**config.mk**
```make
export PLATFORM = sky130hd
export DESIGN_NAME = pipeline_hazard_ctrl
export DESIGN_NICKNAME = d
export VERILOG_FILES = /design/src/rtl/psrv_pipe_pkg.sv /design/src/rtl/psrv_scoreboard.sv /design/src/rtl/pipeline_hazard_ctrl.sv
export SDC_FILE = /design/constraint.sdc
export NUM_CORES = 1
export LEC_CHECK = 0
export CAP_MARGIN = 20
export CORE_ASPECT_RATIO = 1.75
export CORE_UTILIZATION = 35
export CTS_CLUSTER_DIAMETER = 30
export DETAILED_ROUTE_END_ITERATION = 8
export PLACE_DENSITY_LB_ADDON = 0.08
export RECOVER_POWER = 25
export SLEW_MARGIN = 40
export SYNTH_ARGS = -nofsm -noshare
export SYNTH_HDL_FRONTEND = slang
export SYNTH_SLANG_ARGS = --single-unit
```
**constraint.sdc**
```tcl
create_clock -name clk_i -period 7.24 [get_ports clk_i]
set_input_delay 0.724 -clock clk_i [delete_from_list [all_inputs] [get_ports clk_i]]
set_output_delay 0.724 -clock clk_i [all_outputs]
set_load 0.03 [all_outputs]
```
**src/rtl/psrv_pipe_pkg.sv**
```systemverilog
// Shared definitions for the PSRV32 pipeline hazard controller.
//   REG_ADDR_W     : register address width
//   REG_X0         : index of the hard-wired zero register
//   MC_TIMEOUT_DEF : default multi-cycle busy limit in cycles
//   pipe_state_e   : sequencer FSM states (RUN, MC_WAIT)
package psrv_pipe_pkg;

   localparam int REG_ADDR_W = 5;
   localparam logic [REG_ADDR_W-1:0] REG_X0 = '0;
   localparam int MC_TIMEOUT_DEF = 64;

   typedef enum logic [0:0] {
      RUN     = 1'b0,
      MC_WAIT = 1'b1
   } pipe_state_e;

endpackage

```
**src/rtl/psrv_scoreboard.sv**
```systemverilog
// Register scoreboard: one saturating in-flight counter per architectural
// register, bumped when an instruction writing that register issues and
// dropped when the write retires in WB.
// Ports:
//   clk_i, reset_i      : clock, asynchronous active-low reset
//   inc_i, inc_rd_i     : issue of a writer of inc_rd_i
//   dec_i, dec_rd_i     : WB write of dec_rd_i
//   rs1_i, rs2_i        : read-port addresses
//   rs1_busy_o/rs2_busy_o : addressed register has a write in flight
// x0 is never tracked and always reads as not busy.
module psrv_scoreboard
   import psrv_pipe_pkg::*;
#(
   parameter int NUM_REGS = 32,
   parameter int SB_CNT_W = 2
) (
   input  logic                  clk_i,
   input  logic                  reset_i,
   input  logic                  inc_i,
   input  logic [REG_ADDR_W-1:0] inc_rd_i,
   input  logic                  dec_i,
   input  logic [REG_ADDR_W-1:0] dec_rd_i,
   input  logic [REG_ADDR_W-1:0] rs1_i,
   input  logic [REG_ADDR_W-1:0] rs2_i,
   output logic                  rs1_busy_o,
   output logic                  rs2_busy_o
);

   localparam logic [SB_CNT_W-1:0] CNT_MAX = '1;
   localparam logic [SB_CNT_W-1:0] CNT_ONE = SB_CNT_W'(1);

   logic [SB_CNT_W-1:0] cnt_q [NUM_REGS];
   logic [SB_CNT_W-1:0] cnt_d [NUM_REGS];

   always_comb begin
      for (int r = 0; r < NUM_REGS; r++) begin
         cnt_d[r] = cnt_q[r];
         if (r != 0) begin
            // Simultaneous issue and retire of the same register cancel out.
            if (inc_i && (inc_rd_i == REG_ADDR_W'(r)) &&
                !(dec_i && (dec_rd_i == REG_ADDR_W'(r)))) begin
               if (cnt_q[r] != CNT_MAX) cnt_d[r] = cnt_q[r] + CNT_ONE;
            end else if (dec_i && (dec_rd_i == REG_ADDR_W'(r)) &&
                         !(inc_i && (inc_rd_i == REG_ADDR_W'(r)))) begin
               if (cnt_q[r] != '0) cnt_d[r] = cnt_q[r] - CNT_ONE;
            end
         end else begin
            cnt_d[r] = '0;
         end
      end
   end

   always_ff @(posedge clk_i or negedge reset_i) begin
      if (!reset_i) begin
         for (int r = 0; r < NUM_REGS; r++) cnt_q[r] <= '0;
      end else begin
         for (int r = 0; r < NUM_REGS; r++) cnt_q[r] <= cnt_d[r];
      end
   end

   assign rs1_busy_o = (rs1_i != REG_X0) && (cnt_q[rs1_i] != '0);
   assign rs2_busy_o = (rs2_i != REG_X0) && (cnt_q[rs2_i] != '0);

endmodule

```
**src/rtl/pipeline_hazard_ctrl.sv**
```systemverilog
// Stall/flush sequencer for the PSRV32 5-stage pipeline.
// Detects RAW hazards on the decode instruction, holds the front end while
// a multi-cycle EX op is busy, and squashes wrong-path work on redirect.
// Ports:
//   clk_i, reset_i                 : clock, asynchronous active-low reset
//   id_*                           : decode-stage instruction fields
//   ex_rd_i, ex_is_load_i          : EX destination / load flag
//   ex_mc_start_i, ex_mc_done_i    : multi-cycle op start / result ready
//   ex_redirect_i                  : taken branch/jump resolved in EX
//   wb_rd_i, wb_we_i               : WB register write
//   stall_if_o, stall_id_o         : hold PC+IF/ID and the ID stage
//   bubble_ex_o, flush_id_o        : NOP into ID/EX, kill IF/ID
//   mc_busy_o, mc_timeout_o        : MC op in progress, sticky timeout error
// Build option: define PSRV_HAZARD_FWD_EN when a full forwarding network is
// present; only load-use then stalls and the scoreboard is debug-only.
// Valid/ready note: an instruction "issues" from ID in a cycle where
// id_valid_i is high and neither stall_id_o nor flush_id_o is asserted.
module pipeline_hazard_ctrl
   import psrv_pipe_pkg::*;
#(
   parameter int NUM_REGS   = 32,
   parameter int MC_TIMEOUT = MC_TIMEOUT_DEF,
   parameter int SB_CNT_W   = 2
) (
   input  logic                  clk_i,
   input  logic                  reset_i,
   input  logic                  id_valid_i,
   input  logic [REG_ADDR_W-1:0] id_rs1_i,
   input  logic [REG_ADDR_W-1:0] id_rs2_i,
   input  logic                  id_rs1_use_i,
   input  logic                  id_rs2_use_i,
   input  logic [REG_ADDR_W-1:0] id_rd_i,
   input  logic                  id_rd_we_i,
   input  logic [REG_ADDR_W-1:0] ex_rd_i,
   input  logic                  ex_is_load_i,
   input  logic                  ex_mc_start_i,
   input  logic                  ex_mc_done_i,
   input  logic                  ex_redirect_i,
   input  logic [REG_ADDR_W-1:0] wb_rd_i,
   input  logic                  wb_we_i,
   output logic                  stall_if_o,
   output logic                  stall_id_o,
   output logic                  bubble_ex_o,
   output logic                  flush_id_o,
   output logic                  mc_busy_o,
   output logic                  mc_timeout_o
);

   localparam int TO_CNT_W = $clog2(MC_TIMEOUT + 1);
   localparam logic [TO_CNT_W-1:0] TO_LAST = TO_CNT_W'(MC_TIMEOUT - 1);
   localparam logic [TO_CNT_W-1:0] TO_ONE  = TO_CNT_W'(1);

   pipe_state_e         state_q, state_d;
   logic [TO_CNT_W-1:0] to_cnt_q, to_cnt_d;
   logic                to_flag_q, to_flag_d;

   logic rs1_busy, rs2_busy;
   logic raw;
   logic stall, bubble, flush;
   logic issue;

   assign issue = id_valid_i & ~stall & ~flush;

   psrv_scoreboard #(
      .NUM_REGS (NUM_REGS),
      .SB_CNT_W (SB_CNT_W)
   ) u_scoreboard (
      .clk_i      (clk_i),
      .reset_i    (reset_i),
      .inc_i      (issue & id_rd_we_i),
      .inc_rd_i   (id_rd_i),
      .dec_i      (wb_we_i),
      .dec_rd_i   (wb_rd_i),
      .rs1_i      (id_rs1_i),
      .rs2_i      (id_rs2_i),
      .rs1_busy_o (rs1_busy),
      .rs2_busy_o (rs2_busy)
   );

`ifdef PSRV_HAZARD_FWD_EN
   // Everything except a load result in EX can be forwarded.
   logic unused_sb;
   assign unused_sb = &{1'b0, rs1_busy, rs2_busy};
   assign raw = id_valid_i & ex_is_load_i & (ex_rd_i != REG_X0) &
                ((id_rs1_use_i & (ex_rd_i == id_rs1_i)) |
                 (id_rs2_use_i & (ex_rd_i == id_rs2_i)));
`else
   logic unused_ex;
   assign unused_ex = &{1'b0, ex_rd_i, ex_is_load_i};
   assign raw = id_valid_i & ((id_rs1_use_i & rs1_busy) |
                              (id_rs2_use_i & rs2_busy));
`endif

   always_comb begin
      logic run_like;
      state_d   = state_q;
      to_cnt_d  = to_cnt_q;
      to_flag_d = to_flag_q;
      stall     = 1'b0;
      bubble    = 1'b0;
      flush     = 1'b0;
      run_like  = 1'b1;

      if (state_q == MC_WAIT) begin
         if (ex_mc_done_i) begin
            // Front end is released in the done cycle itself.
            state_d  = RUN;
            to_cnt_d = '0;
         end else begin
            // EX is owned by the MC unit, so no bubble is needed here.
            run_like = 1'b0;
            stall    = 1'b1;
            if (to_cnt_q == TO_LAST) begin
               to_flag_d = 1'b1;
               state_d   = RUN;
               to_cnt_d  = '0;
            end else begin
               to_cnt_d = to_cnt_q + TO_ONE;
            end
         end
      end

      if (run_like) begin
         if (ex_redirect_i) begin
            // Redirect beats both RAW stalls and a (illegal) concurrent MC start.
            flush  = 1'b1;
            bubble = 1'b1;
         end else if (ex_mc_start_i) begin
            state_d  = MC_WAIT;
            to_cnt_d = '0;
         end else if (raw) begin
            stall  = 1'b1;
            bubble = 1'b1;
         end
      end
   end

   always_ff @(posedge clk_i or negedge reset_i) begin
      if (!reset_i) begin
         state_q   <= RUN;
         to_cnt_q  <= '0;
         to_flag_q <= 1'b0;
      end else begin
         state_q   <= state_d;
         to_cnt_q  <= to_cnt_d;
         to_flag_q <= to_flag_d;
      end
   end

   // Outputs are forced low while reset is held, whatever the inputs do.
   assign stall_if_o   = reset_i & stall;
   assign stall_id_o   = reset_i & stall;
   assign bubble_ex_o  = reset_i & bubble;
   assign flush_id_o   = reset_i & flush;
   assign mc_busy_o    = reset_i & (state_q == MC_WAIT);
   assign mc_timeout_o = to_flag_q;

endmodule

```
==> metrics.md <==
| Metric | Value |
|---|---|
| Post-synthesis cell count | `about 690` |
| Clock transition at path regs | `approximately 0.060 ns` |
| FILL cells | `about 1600` |
| Layout cells sized above 1 | `0.0835` |
| Mux cell area share after synthesis | `0.0948` |
| Highest-delay cell along the critical path | `clkdlybuf4s50_1` |
| Fin cells | `between 800 and 900` |
| # clock sinks | `71` |
| Placeable Area | `between 15000 and 20000 µm²` |
| Post-CTS Hold Buffers | `0` |
| Top_reg_cell synth | `dfrtp_1` |
| Placer Congestion | `~0.86` |
| Synth Register Bits | `about 70` |
| Placed cell area | `roughly 6000 µm²` |
| RSZ-0062 raised after global routing | `no` |
| WP data arrival | `approximately 4.5 ns` |
| Final min period | `roughly 5.2 ns` |
| DIE HEIGHT | `between 150 and 200 µm` |
| Final Instance Area | `6320 µm²` |
| Final setup fails | `0` |
| Crit-path leading delay family | `buffers and inverters` |
| Row count | `60` |
| Lkg Pwr | `approximately 2.7 nW` |
| Vias per inst | `between 6 and 7` |
| Overall Global Routing Usage | `0.226` |
| Final TNS setup | `0 ns` |
| CP most frequent cell | `clkdlybuf4s50_1` |
| Status | `finished with violations` |
| CTS root buffer | `clkbuf_16` |
| Starting Density | `0.360` |
| DRT iter0 DRCs | `300` |
| Detailed placer's ending HPWL | `around 14000 µm` |
| Nets | `739` |
| Ports | `42` |
| Synth warn | `0` |
| Worst-Margin Slew | `1.91 ns` |
| Critical-path cell list | `clkdlybuf4s50_1 -> mux4_1 -> or3_1 -> o2111ai_2 -> nand4_4 -> a21oi_1 -> o21a_1 -> clkdlybuf4s50_1` |
| Switching pwr | `about 350 µW` |
| Max Cap Viol | `1` |
| Post-synthesis async set-or-reset flop share | `1.00` |
| P&R area growth vs syn | `14.0%` |
| Post-DRT Antenna Nets | `0` |
| Fin crit share | `0.721` |
| Power Density | `roughly 180 nW/µm²` |
| Slowest cell delay on critical path | `about 0.90 ns` |
| Aggregate global routing overflow | `0` |
| H-Tree Depth | `3` |
| Placed Cells | `approximately 880` |
| I/O Buffers | `35` |
| Flop pwr share | `0.397` |
| Synth Area in Adders | `0.00226` |
| Detailed-route DRC error count | `0` |
| Netlist cell types | `71` |
| Setup crit start kind | `input pin` |
| Post-CTS Setup Inserts | `0` |
| Total Wirelength | `18300 µm` |
| Peak VDD IR | `0.132 mV` |
| First-pass GRT wire length | `28900 µm` |
| Initial antenna violation count | `0` |
| Syn_area_per_cell | `~8.1 µm²` |
| Sw frac | `0.299` |
| Die width | `between 90 and 100 µm` |
| Final hold violation count | `0` |
| CP required | `6.52 ns` |
| # diodes | `0` |
| Simple-gate share of the synthesized area | `0.349` |
| Vias in the first global route | `5270` |
| Logic pwr share | `0.176` |
| Critical path class | `input pin to output port` |
| Max FO, Critical Path | `slightly above 50` |
| Post-CTS sizing | `0` |
| Total CTS buffers | `9` |
| Pins Over Slew Limit | `31` |
| Power Internal | `814 µW` |
| F_max | `~0.19 GHz` |
| Final Skew | `around 0.0075 ns` |
| Syn Nets | `722` |
| Commonest non-fill, non-tap cells in the layout | `114 x nor2_1, 71 x dfrtp_1, 57 x nand2_1, 35 x nor3_1` |
| EDFF count, synth | `0` |
| Clk Latency, worst-skew pair | `~0.34 ns` |
| Mapped Area | `roughly 5500 µm²` |
| First-pass detailed-route iteration total | `5` |
| WL per Instance | `slightly above 20 µm` |
| Relative slew slack | `-0.271` |
| Largest family of logic cells by synthesized area | `simple AND/OR/NAND/NOR gates` |
| Clock group share of total power | `0.427` |
| Largest net degree at the start of global routing | `52` |
| Crit end category | `output port` |
| Worst min-delay path category | `input pin to async pin` |
| XOR/XNOR share of the synthesized area | `0` |
| Final Total Pwr | `~1.2 mW` |
| Die area | `16400 µm²` |
| Seq/Total Area, Yosys | `0.321` |
| Synth Area in Compound Gates | `0.195` |
| Most common cell after layout, fill and taps aside | `nor2_1` |
| Clock Path Buffers | `2` |
| Total number of vias | `between 5000 and 6000` |
| Buf/Inv on CP | `2` |
| Failing checks | `capacitance limit, slew limit` |
| CTS tree | `done` |
## sequential cells by signal, indices dropped and copies added (netlist names)
name and cells:
to_cnt_q 7, mc_timeout_o 1, u_scoreboard.cnt_q 62, state_q 1
## final timing paths
path | from | end | slack [ns] | cells past startpoint
worst max-delay path | id_rs2_i[1] | stall_if_o | 2.02 | 8
worst min-delay path | reset_i | u_scoreboard.cnt_q[56] | 0.45 | 1
worst max register to register | u_scoreboard.cnt_q[20] | u_scoreboard.cnt_q[42] | 3.94 | 9
worst min register to register | mc_timeout_o | mc_timeout_o | 0.46 | 1
max in group asynchronous | reset_i | u_scoreboard.cnt_q[36] | 4.53 | 2
min in group clk_i | mc_timeout_o | mc_timeout_o | 0.46 | 1
## metal layers
metal,track usage,wire (µm),share of wire
met1,0.257,7220,0.40
met2,0.407,9440,0.52
met3,0.0330,756,0.041
met4,0.118,841,0.046
met5,0,0,0
## synth_stat cells (4+ instances only)
library cell / instances / area [µm²]
nor2_1: 115 / 432
dfrtp_1: 71 / 1780
nand2_1: 57 / 214
nor3_1: 35 / 175
o21ai_0: 33 / 165
a21oi_1: 31 / 155
nand3_1: 26 / 130
mux2i_1: 24 / 240
nand4_1: 21 / 131
clkbuf_1: 18 / 67.6
nand2b_1: 18 / 113
and3_1: 15 / 93.8
nor2b_1: 15 / 93.8
and2_1: 12 / 75.1
a21boi_0: 11 / 82.6
inv_1: 11 / 41.3
mux2_2: 11 / 124
o22a_1: 11 / 96.3
a31oi_1: 8 / 50.1
nor3b_1: 8 / 60.1
o31ai_1: 8 / 60.1
a211o_1: 7 / 61.3
and4_1: 7 / 61.3
buf_4: 7 / 52.6
or2_2: 7 / 43.8
a211oi_1: 6 / 45.0
and4b_1: 6 / 60.1
buf_2: 6 / 30.0
mux4_2: 6 / 135
nor4_1: 6 / 37.5
o21bai_1: 4 / 30.0
## kinds of logic after synthesis
kind of cell | count (synthesis)
simple gates | 371
compound gates | 156
flops | 71
buf+inv | 44
mux | 42
fa+ha+maj | 1
## final cells by class
type / count / area [µm²] / area share
Timing Repair Buffer: 38 / 370 / 0.0586
Clock buffer: 9 / 225 / 0.0357
Clock inverter: 7 / 97.6 / 0.0154
Inverter: 12 / 47.5 / 0.00753
Sequential cell: 71 / 1780 / 0.281
Tap cell: 186 / 233 / 0.0368
Multi-Input combinational cell: 570 / 3570 / 0.565
## power groups by stage
stage / sequential, mW / combinational, mW / clock (mW)
2_1_floorplan: 0.455 / 0.133 / 0
3_3_place_gp: 0.466 / 0.199 / 0
3_5_place_dp: 0.467 / 0.205 / 0
4_1_cts: 0.460 / 0.205 / 0.508
5_1_grt: 0.466 / 0.224 / 0.518
6_report: 0.461 / 0.204 / 0.496
## stage by stage
step | setup slack [ns] | hold WS, ns | util
2_1_floorplan | 3.35 | 0.428 | -
3_3_place_gp | 2.04 | 0.451 | 0.389
3_5_place_dp | 2.02 | 0.447 | 0.390
4_1_cts | 2.01 | 0.225 | 0.411
5_1_grt | 1.81 | 0.479 | 0.410
6_report | 2.02 | 0.455 | 0.410
(Power assumes the default switching activity.)
